`src/rtl/scrambler_pkg.sv`:
```
// rtl/scrambler_pkg.sv - shared constants and state type for the seeded lane scrambler
package scrambler_pkg;

    // xorshift64 shift amounts
    localparam int XS_SHL1 = 13;
    localparam int XS_SHR  = 7;
    localparam int XS_SHL2 = 17;

    // Weyl sequence increment (golden-ratio constant)
    localparam logic [63:0] WEYL_INC      = 64'h9E3779B97F4A7C15;
    // xorshift has an all-zero fixed point, so a zero seed is replaced by this
    localparam logic [63:0] SEED_ZERO_SUB = 64'h1;

    typedef enum logic {
        UNSEEDED = 1'b0,
        RUN      = 1'b1
    } scr_state_e;

endpackage

```
`src/rtl/xorshift64_step.sv`:
```
// rtl/xorshift64_step.sv - combinational xorshift64 next-state function
//
// Ports:
//   x  in   64  current generator state
//   y  out  64  next generator state (x^=x<<13; x^=x>>7; x^=x<<17)
module xorshift64_step
    import scrambler_pkg::*;
(
    input  logic [63:0] x,
    output logic [63:0] y
);

    logic [63:0] t1;
    logic [63:0] t2;

    assign t1 = x  ^ (x  << XS_SHL1);
    assign t2 = t1 ^ (t1 >> XS_SHR);
    assign y  = t2 ^ (t2 << XS_SHL2);

endmodule

```
`src/rtl/seeded_lane_scrambler.sv`:
```
// rtl/seeded_lane_scrambler.sv - multi-lane xorshift64/Weyl keystream scrambler with one output register
//
// Ports:
//   clk          in   1             rising-edge clock
//   rst_n        in   1             asynchronous active-low reset
//   seed_valid   in   1             seed pair offered
//   seed_ready   out  1             seed pair taken when seed_valid && seed_ready
//   seed_a       in   64            xorshift state seed (zero is replaced by 1)
//   seed_b       in   64            Weyl counter seed
//   invert_mode  in   1             0: out = in ^ key, 1: out = ~(in ^ key)
//   in_valid     in   1             input beat offered
//   in_ready     out  1             input beat taken when in_valid && in_ready
//   in_data      in   [LANES][W]    input beat, lane 0 in the LSBs
//   out_valid    out  1             output register holds a beat
//   out_ready    in   1             consumer accepts the output beat
//   out_data     out  [LANES][W]    scrambled beat
//   beats        out  CNT_W         input beats accepted since the last seed load
module seeded_lane_scrambler
    import scrambler_pkg::*;
#(
    parameter int LANES = 4,
    parameter int W     = 8,
    parameter int CNT_W = 32
) (
    input  logic                      clk,
    input  logic                      rst_n,
    input  logic                      seed_valid,
    output logic                      seed_ready,
    input  logic [63:0]               seed_a,
    input  logic [63:0]               seed_b,
    input  logic                      invert_mode,
    input  logic                      in_valid,
    output logic                      in_ready,
    input  logic [LANES-1:0][W-1:0]   in_data,
    output logic                      out_valid,
    input  logic                      out_ready,
    output logic [LANES-1:0][W-1:0]   out_data,
    output logic [CNT_W-1:0]          beats
);

    localparam int DW = LANES * W;

    generate
        if (DW > 64) begin : g_width_check
            $error("seeded_lane_scrambler: LANES*W must not exceed 64");
        end
    endgenerate

    scr_state_e  state_q;
    scr_state_e  state_d;
    logic [63:0] s_a;
    logic [63:0] s_b;
    logic [63:0] s_a_next;
    logic [DW-1:0] key;
    logic [DW-1:0] mixed;
    logic          seed_accept;
    logic          in_accept;

    xorshift64_step u_xs (
        .x (s_a),
        .y (s_a_next)
    );

    // A seed can only land while the output register is empty, so a reseed
    // never changes the key behind a beat that is still waiting to leave.
    assign seed_ready  = !out_valid;
    assign seed_accept = seed_valid && seed_ready;

    // Holding off input whenever a seed is offered gives the seed priority
    // in the same cycle and keeps the two updates of s_a/s_b exclusive.
    assign in_ready  = (state_q == RUN) && !seed_valid && (!out_valid || out_ready);
    assign in_accept = in_valid && in_ready;

    // Key for the current beat is taken before the generator advances.
    assign key   = s_a[DW-1:0] ^ s_b[DW-1:0];
    assign mixed = in_data ^ key;

    always_comb begin
        state_d = state_q;
        if (seed_accept) begin
            state_d = RUN;
        end
    end

    always_ff @(posedge clk or negedge rst_n) begin
        if (!rst_n) begin
            state_q <= UNSEEDED;
        end else begin
            state_q <= state_d;
        end
    end

    always_ff @(posedge clk or negedge rst_n) begin
        if (!rst_n) begin
            s_a   <= SEED_ZERO_SUB;
            s_b   <= '0;
            beats <= '0;
        end else if (seed_accept) begin
            s_a   <= (seed_a == 64'h0) ? SEED_ZERO_SUB : seed_a;
            s_b   <= seed_b;
            beats <= '0;
        end else if (in_accept) begin
            s_a   <= s_a_next;
            s_b   <= s_b + WEYL_INC;
            beats <= beats + CNT_W'(1);
        end
    end

    always_ff @(posedge clk or negedge rst_n) begin
        if (!rst_n) begin
            out_valid <= 1'b0;
            out_data  <= '0;
        end else if (in_accept) begin
            out_valid <= 1'b1;
            out_data  <= invert_mode ? ~mixed : mixed;
        end else if (out_ready) begin
            out_valid <= 1'b0;
        end
    end

endmodule

```
`config.mk`:
```
export PLATFORM = sky130hd
export DESIGN_NAME = seeded_lane_scrambler
export DESIGN_NICKNAME = d
export VERILOG_FILES = /design/src/rtl/scrambler_pkg.sv /design/src/rtl/xorshift64_step.sv /design/src/rtl/seeded_lane_scrambler.sv
export SDC_FILE = /design/constraint.sdc
export NUM_CORES = 1
export LEC_CHECK = 0
export ABC_AREA = 1
export BUFFER_PORTS_ARGS = -buffer_cell sky130_fd_sc_hd__buf_4
export CAP_MARGIN = 20
export CORE_MARGIN = 2
export CORE_UTILIZATION = 51
export DETAILED_ROUTE_END_ITERATION = 16
export PLACE_DENSITY_LB_ADDON = 0.15
export SLEW_MARGIN = 20
export SYNTH_ARGS = -nofsm -noshare
export SYNTH_HDL_FRONTEND = slang
export SYNTH_SLANG_ARGS = --single-unit
```
`constraint.sdc`:
```
create_clock -name clk -period 1.6 [get_ports clk]
set_clock_uncertainty 0.1 [all_clocks]
set_input_delay 0.16 -clock clk [delete_from_list [all_inputs] [get_ports clk]]
set_output_delay 0.16 -clock clk [all_outputs]
set_load 0.02 [all_outputs]
```
==> results.md, run 1 <==
* Status: finished, violations left
* Violated checks: hold timing, setup timing
* Area share of fa/ha/maj cells after synthesis at 0.214%
* WL final at 52400 µm
* Antenna violations before repair at 1
* PwrDens at 1970 mW/mm²
* Comb pwr share at 69.0%
* Worst-path clk slew at 0.08 ns
* Final Hold Fails at 2
* I/O Buffers at 200
* Crit. End Element: register
* Syn Nets at 1847
* DP Area at 0.0152 mm²
* Final worst setup slack at -0.281 ns
* Fillers at 1263
* EDFF count, synth at 0
* CP startpoint: state_q$_DFFE_PN0P_
* Post-synth top flop: dfrtp_1
* Starting density of the core at 51.9%
* Reg2reg start: state_q$_DFFE_PN0P_
* RSZ-0062 raised after global routing: true
* Hold Path Class: in2reg
* Avg Cell Area, Syn at 6.98 µm²
* Synth cell types at 46
* FF-to-FF setup slack at -0.28 ns
* Worst-Margin Slew at 0.446 ns
* Post-layout util at 83.8%
* Core footprint at 0.0226 mm²
* Total Nets Final at 2365
* GRT Max-Usage Layer: met2
* Share of layout cells above drive strength 1 at 37.9%
* Sequential Power Share at 20.3%
* Final Non-Filler Cells at 2496
* Worst Path Required at 1.81 ns
* Register area share after synthesis at 34.6%
* Cells after synthesis at 1679
* P_int at 19.4 mW
* Slew margin rel. at 70.1%
* Critical Path AT at 2.09 ns
* Via density at 5.88
* Multi-input gate area at 0.00824 mm²
* Critical Path Sink: s_a[4]$_DFFE_PN0P_
* Largest net degree at the start of global routing at 52
* Post-Synth Simple-Gate Area at 30.3%
* Setup-failing EPs final at 118
* Clock Path Buffers at 2
* DR iter-0 viols at 2005
* Clk root buf: clkbuf_16
* #FFs+latches synth at 162
* Clk_lat worst skew at 0.45 ns
* Total GRT Usage at 36.3%
* Ys Warns at 0
* Die Y at 156 µm
* Cell taking the most area after synthesis: dfrtp_1
* Met3 Use GR at 5.33%
* Total number of vias at 14.7k
* Crit path launch type: register
* Slew Limit Fails at 0
* Crit share post-route at 118%
* Hold Slack at -0.00336 ns
* Met1 Use GR at 44.2%
* Synth Area in Compound Gates at 10.3%
* Sw frac at 47.9%
* Leak at 8.98 nW
* FMAX at 532 MHz
* Cell count after placement at 2325
* Total grt overflow at 0
* Antenna-violating nets left at 0
* IO Pins at 233
* TritonCTS buffer count at 17
* Met2 Usage GRT at 63.7%
* Post-Synth XOR/XNOR Area at 16.4%
* Mapped Area at 0.0117 mm²
* Die X at 156 µm
* Die Footprint at 0.0242 mm²
* # clock sinks at 162
* Synth top area cells: dfrtp_1 (34%), nand2_1 (15%), xnor2_1 (15%)
* Vias in the first global route at 13.3k
* Mux contribution to synthesized area at 0%
* Kind of critical path: reg2reg
* Clk pwr share at 10.7%
* Ys async rst share at 100%
* Max VDD drop at 0.00173 V
* Synth top area share at 34.4%
* Psw at 17.8 mW
* Largest family of logic cells by synthesized area: simple AND/OR/NAND/NOR gates
* DP HPWL at 31600 µm
* R2r endpoint: s_a[4]$_DFFE_PN0P_
* CP max FO at 32
* Cell Rows at 55
* Final worst path period need at 1.88 ns
* Worst Reg-to-Reg Cells at 8
* Max cap viols at 0
* Finished Cell Area at 0.0189 mm²
* DRC viols at 0
* GP Congestion at 0.966
* CTS tree: yes
* Area occupied by registers at 0.00409 mm²
* Pre-CTS WS at -0.155 ns
* DR WL/cell at 21.0 µm
* H-Tree Level Count at 4
* TritonRoute pass-1 iters at 6
* Area growth syn-to-layout at 61.5%
* First-pass GRT wire length at 68600 µm
==> layer usage <==
layer,share of wire (%),wire length (µm)
met5,0,0
met4,7.1,3720
met3,9.9,5170
met2,48,24900
met1,35,18600
==> power groups by stage <==
stage | Combinational [mW] | Clock [mW] | Sequential, mW
finish | 25.7 | 3.97 | 7.57
global route | 27.3 | 4.14 | 7.66
CTS | 20.9 | 3.92 | 7.03
detailed placement | 19.7 | 0 | 6.97
global placement | 19.3 | 0 | 6.93
floorplan | 12.0 | 0 | 7.30
==> through the flow <==
| stage | setup TNS [ns] | total power [mW] |
|---|---|---|
| after floorplan | -0.00612 | 19.3 |
| final | -10.85 | 37.3 |
| after global routing | -16.46 | 39.1 |
| after CTS | -0.647 | 31.9 |
| after detailed placement | -4.92 | 26.7 |
| after global placement | -3.05 | 26.2 |
==> flip-flops by register name, indices dropped and copies added (netlist names) <==
signal	count
beats	32
s_a	64
s_b	32
out_valid	1
state_q	1
out_data	32
==> Yosys cell counts (2+ instances only) <==
library cell,number
nor2_1,167
a21oi_1,77
nand4_1,30
buf_2,35
xnor2_2,4
ha_1,2
o21ai_2,3
nand3_2,2
clkbuf_1,18
inv_2,5
o21ai_0,91
inv_1,167
nand3_1,103
a31oi_1,11
a211oi_1,2
buf_4,7
xnor2_1,194
a22oi_1,6
o22ai_1,9
or2_2,4
o21ai_1,3
nand3b_1,5
nor3_1,22
nor2_2,6
o221ai_1,3
dfrtp_1,161
nand2_2,12
and2_1,2
nand2_1,477
o211ai_1,9
nor2_4,4
nor4_1,4
buf_1,4
xor2_1,18
==> layout by cell type, fill, tap and decap left out, types with 14 or more instances in the layout <==
cell type        n
a21oi_1         53
a21oi_2         20
buf_12          20
buf_4          422
buf_6           23
clkbuf_16       24
dfrtp_1        130
dfrtp_2         31
dlygate4sd3_1   87
inv_1          145
inv_2           20
nand2_1        423
nand2_2         48
nand2_4         15
nand3_1         90
nand4_1         30
nor2_1         115
nor2_2          42
nor2_4          20
nor3_2          14
o21ai_0         55
o21ai_1         31
xnor2_1        143
xnor2_2         35
xnor2_4         20
xor2_1          15
==> worst max-delay path, cell delays in order (launching register included) <==
cell     delay, ns
dfrtp_1       0.38
inv_2         0.07
nor2_4        0.14
nand3_4       0.21
inv_6         0.15
buf_12        0.21
a21oi_1       0.12
o21ai_0       0.15
o21ai_0       0.18
==> how the worst min path moves through the flow <==
stage | from | endpoint | slack, ns | cells past startpoint
after floorplan | rst_n | beats[0]$_DFFE_PN0P_ | -0.24 | 0
after global placement | rst_n | out_data[22]$_DFFE_PN0P_ | -0.13 | 1
after detailed placement | rst_n | out_data[13]$_DFFE_PN0P_ | -0.13 | 1
after CTS | in_data[25] | out_data[25]$_DFFE_PN0P_ | 0.005 | 4
after global routing | seed_b[8] | s_b[8]$_DFFE_PN0P_ | 0.02 | 3
final | in_data[15] | out_data[15]$_DFFE_PN0P_ | -0.003 | 4
==> logic make-up (layout without fill, tap and decap cells) <==
family          count (synthesis)  in the layout
simple gates                  843            843
buf+inv                       237            768
compound gates                219            219
xor+xnor                      216            216
flops                         162            162
fa+ha+maj                       2              2
other cells                     0              1
==> cell type report <==
type,instances,share of cell area [%]
well taps,285,1.88
multi-input cells,1280,43.5
flip-flops and latches,162,21.6
repair buffers,564,26.5
inverters,172,3.60
clock inverters,12,0.443
diodes,1,0.0132
clock buffers,20,2.41
==> timing repair <==
action	4_1_cts	5_1_grt
pin swaps	24	71
setup endpoints to repair	94	136
buffers inserted	12	33
hold buffers	88	0
cloned	2	7
hold endpoints to repair	248	0
resized for setup	106	334
No activity file was read; power rests on OpenSTA's default activity.
==> inputs of run 2 (changes only) <==
--- a/config.mk
+++ b/config.mk
@@ -16,3 +16,4 @@
 export SYNTH_ARGS = -nofsm -noshare
 export SYNTH_HDL_FRONTEND = slang
 export SYNTH_SLANG_ARGS = --single-unit
+export TNS_END_PERCENT = 20
==> run 2 against run 1 <==
Against the previous run:
- the flow finishes with violations (setup timing)
- core utilization fell by 3.5 points
- die area did not move
- routed wire length fell by 12%
- clock-buffer cell count did not move
- first-iteration DRC count fell by 48%
==> results.md, run 2 (synthesis results as in run 1) <==
* H-Tree Level Count at 4
* CP max FO at 14
* Setup-failing EPs final at 68
* Hold Path Class: in2reg
* Worst-Margin Slew at 0.435 ns
* Die Y at 156 µm
* Final antenna diode count at 0
* DP HPWL at 32100 µm
* DR WL/cell at 18.6 µm
* Core footprint at 0.0226 mm²
* Share of layout cells above drive strength 1 at 33.8%
* IO Pins at 233
* Largest Register: s_a
* Cell count after placement at 2341
* Multi-input gate area at 0.00776 mm²
* Final Hold Fails at 0
* DP Area at 0.0153 mm²
* Antenna violations before repair at 0
* Total number of vias at 13.5k
* Leak at 8.70 nW
* Worst Reg-to-Reg Cells at 8
* Commonest cells after routing, fill and taps aside: nand2_1 (434), buf_4 (432), inv_1 (156)
* FMAX at 565 MHz
* Critical Path AT at 1.98 ns
* Total Nets Final at 2353
* Status: finished, violations left
* Setup TNS at -2.88 ns
* Final worst path period need at 1.77 ns
* Worst-path clk slew at 0.07 ns
* Commonest non-fill, non-tap cell in the layout: nand2_1
* Final Non-Filler Cells at 2482
* Clk root buf: clkbuf_16
* Final worst setup slack at -0.171 ns
* Die X at 156 µm
* GP Congestion at 0.961
* Critical Path Sink: s_b[15]$_DFFE_PN0P_
* Vias in the first global route at 13.0k
* Crit share post-route at 111%
* Via density at 5.43
* Pre-CTS WS at -0.159 ns
* Die Footprint at 0.0242 mm²
* Hold Slack at 0.00299 ns
* Finished Cell Area at 0.0181 mm²
* TritonCTS buffer count at 17
* Fillers at 1575
* Reg2reg start: state_q$_DFFE_PN0P_
* First-pass GRT wire length at 68100 µm
* Total GRT Usage at 36.4%
* # clock sinks at 162
* CP startpoint: state_q$_DFFE_PN0P_
* Clock Path Buffers at 2
* Violated checks: setup timing
* RSZ-0062 raised after global routing: true
* Max FFs per register at 64
* I/O Buffers at 200
* Antenna-violating nets left at 0
* Total grt overflow at 0
* TritonRoute pass-1 iters at 5
* Slew Limit Fails at 0
* R2r endpoint: s_b[15]$_DFFE_PN0P_
* Area occupied by registers at 0.00408 mm²
* Starting density of the core at 51.9%
* PwrDens at 1940 mW/mm²
* Crit. End Element: register
* Worst Path Required at 1.81 ns
* Kind of critical path: reg2reg
* DRC viols at 0
* Tot Pwr at 35.2 mW
* Cell Rows at 55
* CTS tree: yes
* Post-layout util at 80.3%
* Slew margin rel. at 71.0%
* Max VDD drop at 0.00136 V
* WL final at 46100 µm
* Crit path launch type: register
* FF-to-FF setup slack at -0.17 ns
* Area growth syn-to-layout at 54.7%
* Clk_lat worst skew at 0.44 ns
* Max cap viols at 0
* DR iter-0 viols at 1051
* Largest net degree at the start of global routing at 56
## run 2: cell count changes in the layout (fill, tap and decap cells not counted), moves of 8 or more
cell and delta:
buf_4 +10, xnor2_4 -12, inv_1 +11, xnor2_1 +11, buf_6 -12, nor2_2 -13
dfrtp_1 +15, nand2_1 +11, o21ai_1 -10, dfrtp_2 -15, nor2_1 +10, o21ai_0 +10
nand2_4 -8
## run 2: worst max-delay path: stages, from the launching register on
cell,delay (ns)
dfrtp_1,0.37
inv_2,0.07
nor2_4,0.14
nand3_4,0.17
nand2_4,0.14
buf_4,0.13
buf_12,0.15
o21ai_0,0.12
o22ai_1,0.25
## run 2: area by class of cell
type	count	area share, %
multi-input cells	1280	42.8
repair buffers	552	25.8
flip-flops and latches	162	22.5
inverters	172	3.58
clock buffers	20	2.46
well taps	285	1.97
clock inverters	11	0.980
## run 2: repair_timing
action	4_1_cts	5_1_grt
endpoints found under the setup margin	87	146
endpoints found under the hold margin	249	0
cloned	0	1
setup buffers	6	14
gates resized for setup	102	194
pin swaps	24	51
hold buffers	89	0
## run 2: layer usage
layer	track usage, %	up-vias	share of wire, %
li1	-	6356	-
met1	45.3	6323	39
met2	62.7	631	49
met3	5.25	157	7.0
met4	16.7	0	5.2
met5	0	-	0
## run 2: report_power, final
group	internal (mW)	total, mW	switching (mW)	leakage (nW)
Clock	2.67	4.54	1.87	0.294
Combinational	11.0	23.4	12.4	6.44
Sequential	5.54	7.30	1.76	1.96
Total	19.2	35.2	16.0	8.70
## run 2: worst min-delay path by stage
stage,depth (start not counted),to,startpoint
2_1_floorplan,0,beats[0]$_DFFE_PN0P_,rst_n
3_3_place_gp,1,out_data[12]$_DFFE_PN0P_,rst_n
3_5_place_dp,1,out_data[8]$_DFFE_PN0P_,rst_n
4_1_cts,5,s_b[24]$_DFFE_PN0P_,seed_b[24]
5_1_grt,2,out_data[12]$_DFFE_PN0P_,rst_n
6_report,3,s_a[15]$_DFFE_PN0P_,seed_a[15]
==> inputs of run 3 (changes only) <==
--- a/config.mk
+++ b/config.mk
@@ -12,8 +12,9 @@
 export CORE_UTILIZATION = 51
 export DETAILED_ROUTE_END_ITERATION = 16
 export PLACE_DENSITY_LB_ADDON = 0.15
+export SETUP_SLACK_MARGIN = 0.5
 export SLEW_MARGIN = 20
 export SYNTH_ARGS = -nofsm -noshare
 export SYNTH_HDL_FRONTEND = slang
 export SYNTH_SLANG_ARGS = --single-unit
-export TNS_END_PERCENT = 20
+export TNS_END_PERCENT = 5
==> run 3 against run 2 <==
Against the previous run:
- the run still ends with setup timing left
- die area unchanged
- routed wire length up 9.2%
- combinational power grew 9.8%
- register-to-register slack got worse by 0.37 ns
- power up 7.8%
- fmax fell by 17%
- design area increased by 4.1%
- clock power up 2%
- sequential power up 4.8%
==> results.md, run 3 (synthesis results as in run 1) <==
* WL final at 50400 µm
* Final worst setup slack at -0.537 ns
* Antenna-violating nets left at 0
* Hold Path Class: in2reg
* Worst Path Required at 1.86 ns
* Slew margin rel. at 53.6%
* Share of layout cells above drive strength 1 at 36.6%
* Max FFs per register at 64
* Largest Register: s_a
* PwrDens at 2010 mW/mm²
* Fillers at 1328
* Total number of vias at 14.1k
* DR iter-0 viols at 1413
* Die X at 156 µm
* Vias in the first global route at 13.6k
* CTS tree: yes
* Worst-path clk slew at 0.08 ns
* Via density at 5.74
* TritonRoute pass-1 iters at 6
* Total Nets Final at 2323
* GP Congestion at 0.962
* Total GRT Usage at 37.7%
* Commonest non-fill, non-tap cell in the layout: nand2_1
* RSZ-0062 raised after global routing: true
* DP HPWL at 30900 µm
* Antenna violations before repair at 0
* Core footprint at 0.0226 mm²
* Clk root buf: clkbuf_16
* Clk_lat worst skew at 0.45 ns
* Pre-CTS WS at -0.101 ns
* Leak at 8.88 nW
* Post-layout util at 83.6%
* Worst-Margin Slew at 0.694 ns
* Multi-input gate area at 0.00818 mm²
* Largest net degree at the start of global routing at 75
* DR WL/cell at 20.5 µm
* Max VDD drop at 0.00177 V
* DRC viols at 0
* Starting density of the core at 51.9%
* H-Tree Level Count at 4
* Final Hold Fails at 0
* TritonCTS buffer count at 17
* First-pass GRT wire length at 70700 µm
* Status: finished, violations left
* Crit share post-route at 134%
* # clock sinks at 162
* Commonest cells after routing, fill and taps aside: nand2_1 (434), buf_4 (309), inv_1 (147)
* Crit path launch type: register
* Die Footprint at 0.0242 mm²
* Total grt overflow at 0
* Area occupied by registers at 0.00410 mm²
* Clock Path Buffers at 2
* IO Pins at 233
* Setup-failing EPs final at 81
* Slew Limit Fails at 0
* Tot Pwr at 37.9 mW
* Kind of critical path: reg2reg
* Crit. End Element: register
* Area growth syn-to-layout at 61.0%
* Final worst path period need at 2.14 ns
* Final antenna diode count at 0
* Violated checks: setup timing
* Die Y at 156 µm
* Critical Path AT at 2.39 ns
* CP max FO at 4
* FMAX at 468 MHz
* Cell Rows at 55
* I/O Buffers at 200
* Max cap viols at 0
[run 3: worst paths after layout]
check                                         start                  endpoint  depth (start not counted)  slack, ns
min reg2reg                out_data[18]$_DFFE_PN0P_  out_data[18]$_DFFE_PN0P_                          2       0.41
max reg2reg                     s_a[16]$_DFFE_PN0P_       s_a[26]$_DFFE_PN0P_                          6      -0.54
min                                     in_data[15]  out_data[15]$_DFFE_PN0P_                          4      0.002
max                             s_a[16]$_DFFE_PN0P_       s_a[26]$_DFFE_PN0P_                          6      -0.54
min in group asynchronous                     rst_n        s_b[8]$_DFFE_PN0P_                          2       0.13
max in group asynchronous                     rst_n       s_a[21]$_DFFE_PN0P_                          3       0.66
[run 3: stage by stage]
| step | TNS [ns] | cell area [µm²] | hold WS (ns) | cells |
|---|---|---|---|---|
| 2_1_floorplan | 0 | 11800 | -0.236 | 1679 |
| 4_1_cts | -0.567 | 17800 | 0.00355 | 2429 |
| 3_3_place_gp | -0.854 | 15000 | 0.0384 | 2294 |
| 3_5_place_dp | -2.09 | 15000 | 0.0384 | 2294 |
| 6_report | -5.50 | 18900 | 0.00181 | 2453 |
| 5_1_grt | -12.21 | 18900 | 0.0148 | 2453 |
[run 3: worst max-delay path, stage by stage (launching register included)]
cell,delay [ns]
dfrtp_1,0.49
xnor2_2,0.33
xor2_1,0.60
nand2_1,0.19
nand2_1,0.09
nor2_1,0.04
nor3_1,0.19
[run 3: what timing repair did]
item | CTS | global route
resized for setup | 226 | 220
endpoints found under the hold margin | 230 | 0
pin swaps | 73 | 64
setup buffers | 10 | 22
hold buffers | 89 | 0
setup endpoints to repair | 229 | 229
gates cloned | 4 | 2
[run 3: metal layers]
metal	part of all wire (%)	track usage, %
met1	35	45.8
met2	49	65.2
met3	10	6.53
met4	6.2	17.8
met5	0	0
[run 3: power breakdown]
group          total, mW  internal (mW)  switching, mW
Combinational       25.7           12.0           13.7
Clock               4.63           2.72           1.91
Sequential          7.65           5.55           2.10
Total               37.9           20.2           17.7
[run 3: layout make-up]
type	instances	area share, %
flip-flops and latches	162	21.8
repair buffers	522	26.0
clock buffers	21	2.44
inverters	172	3.58
clock inverters	11	0.935
well taps	285	1.89
multi-input cells	1280	43.4
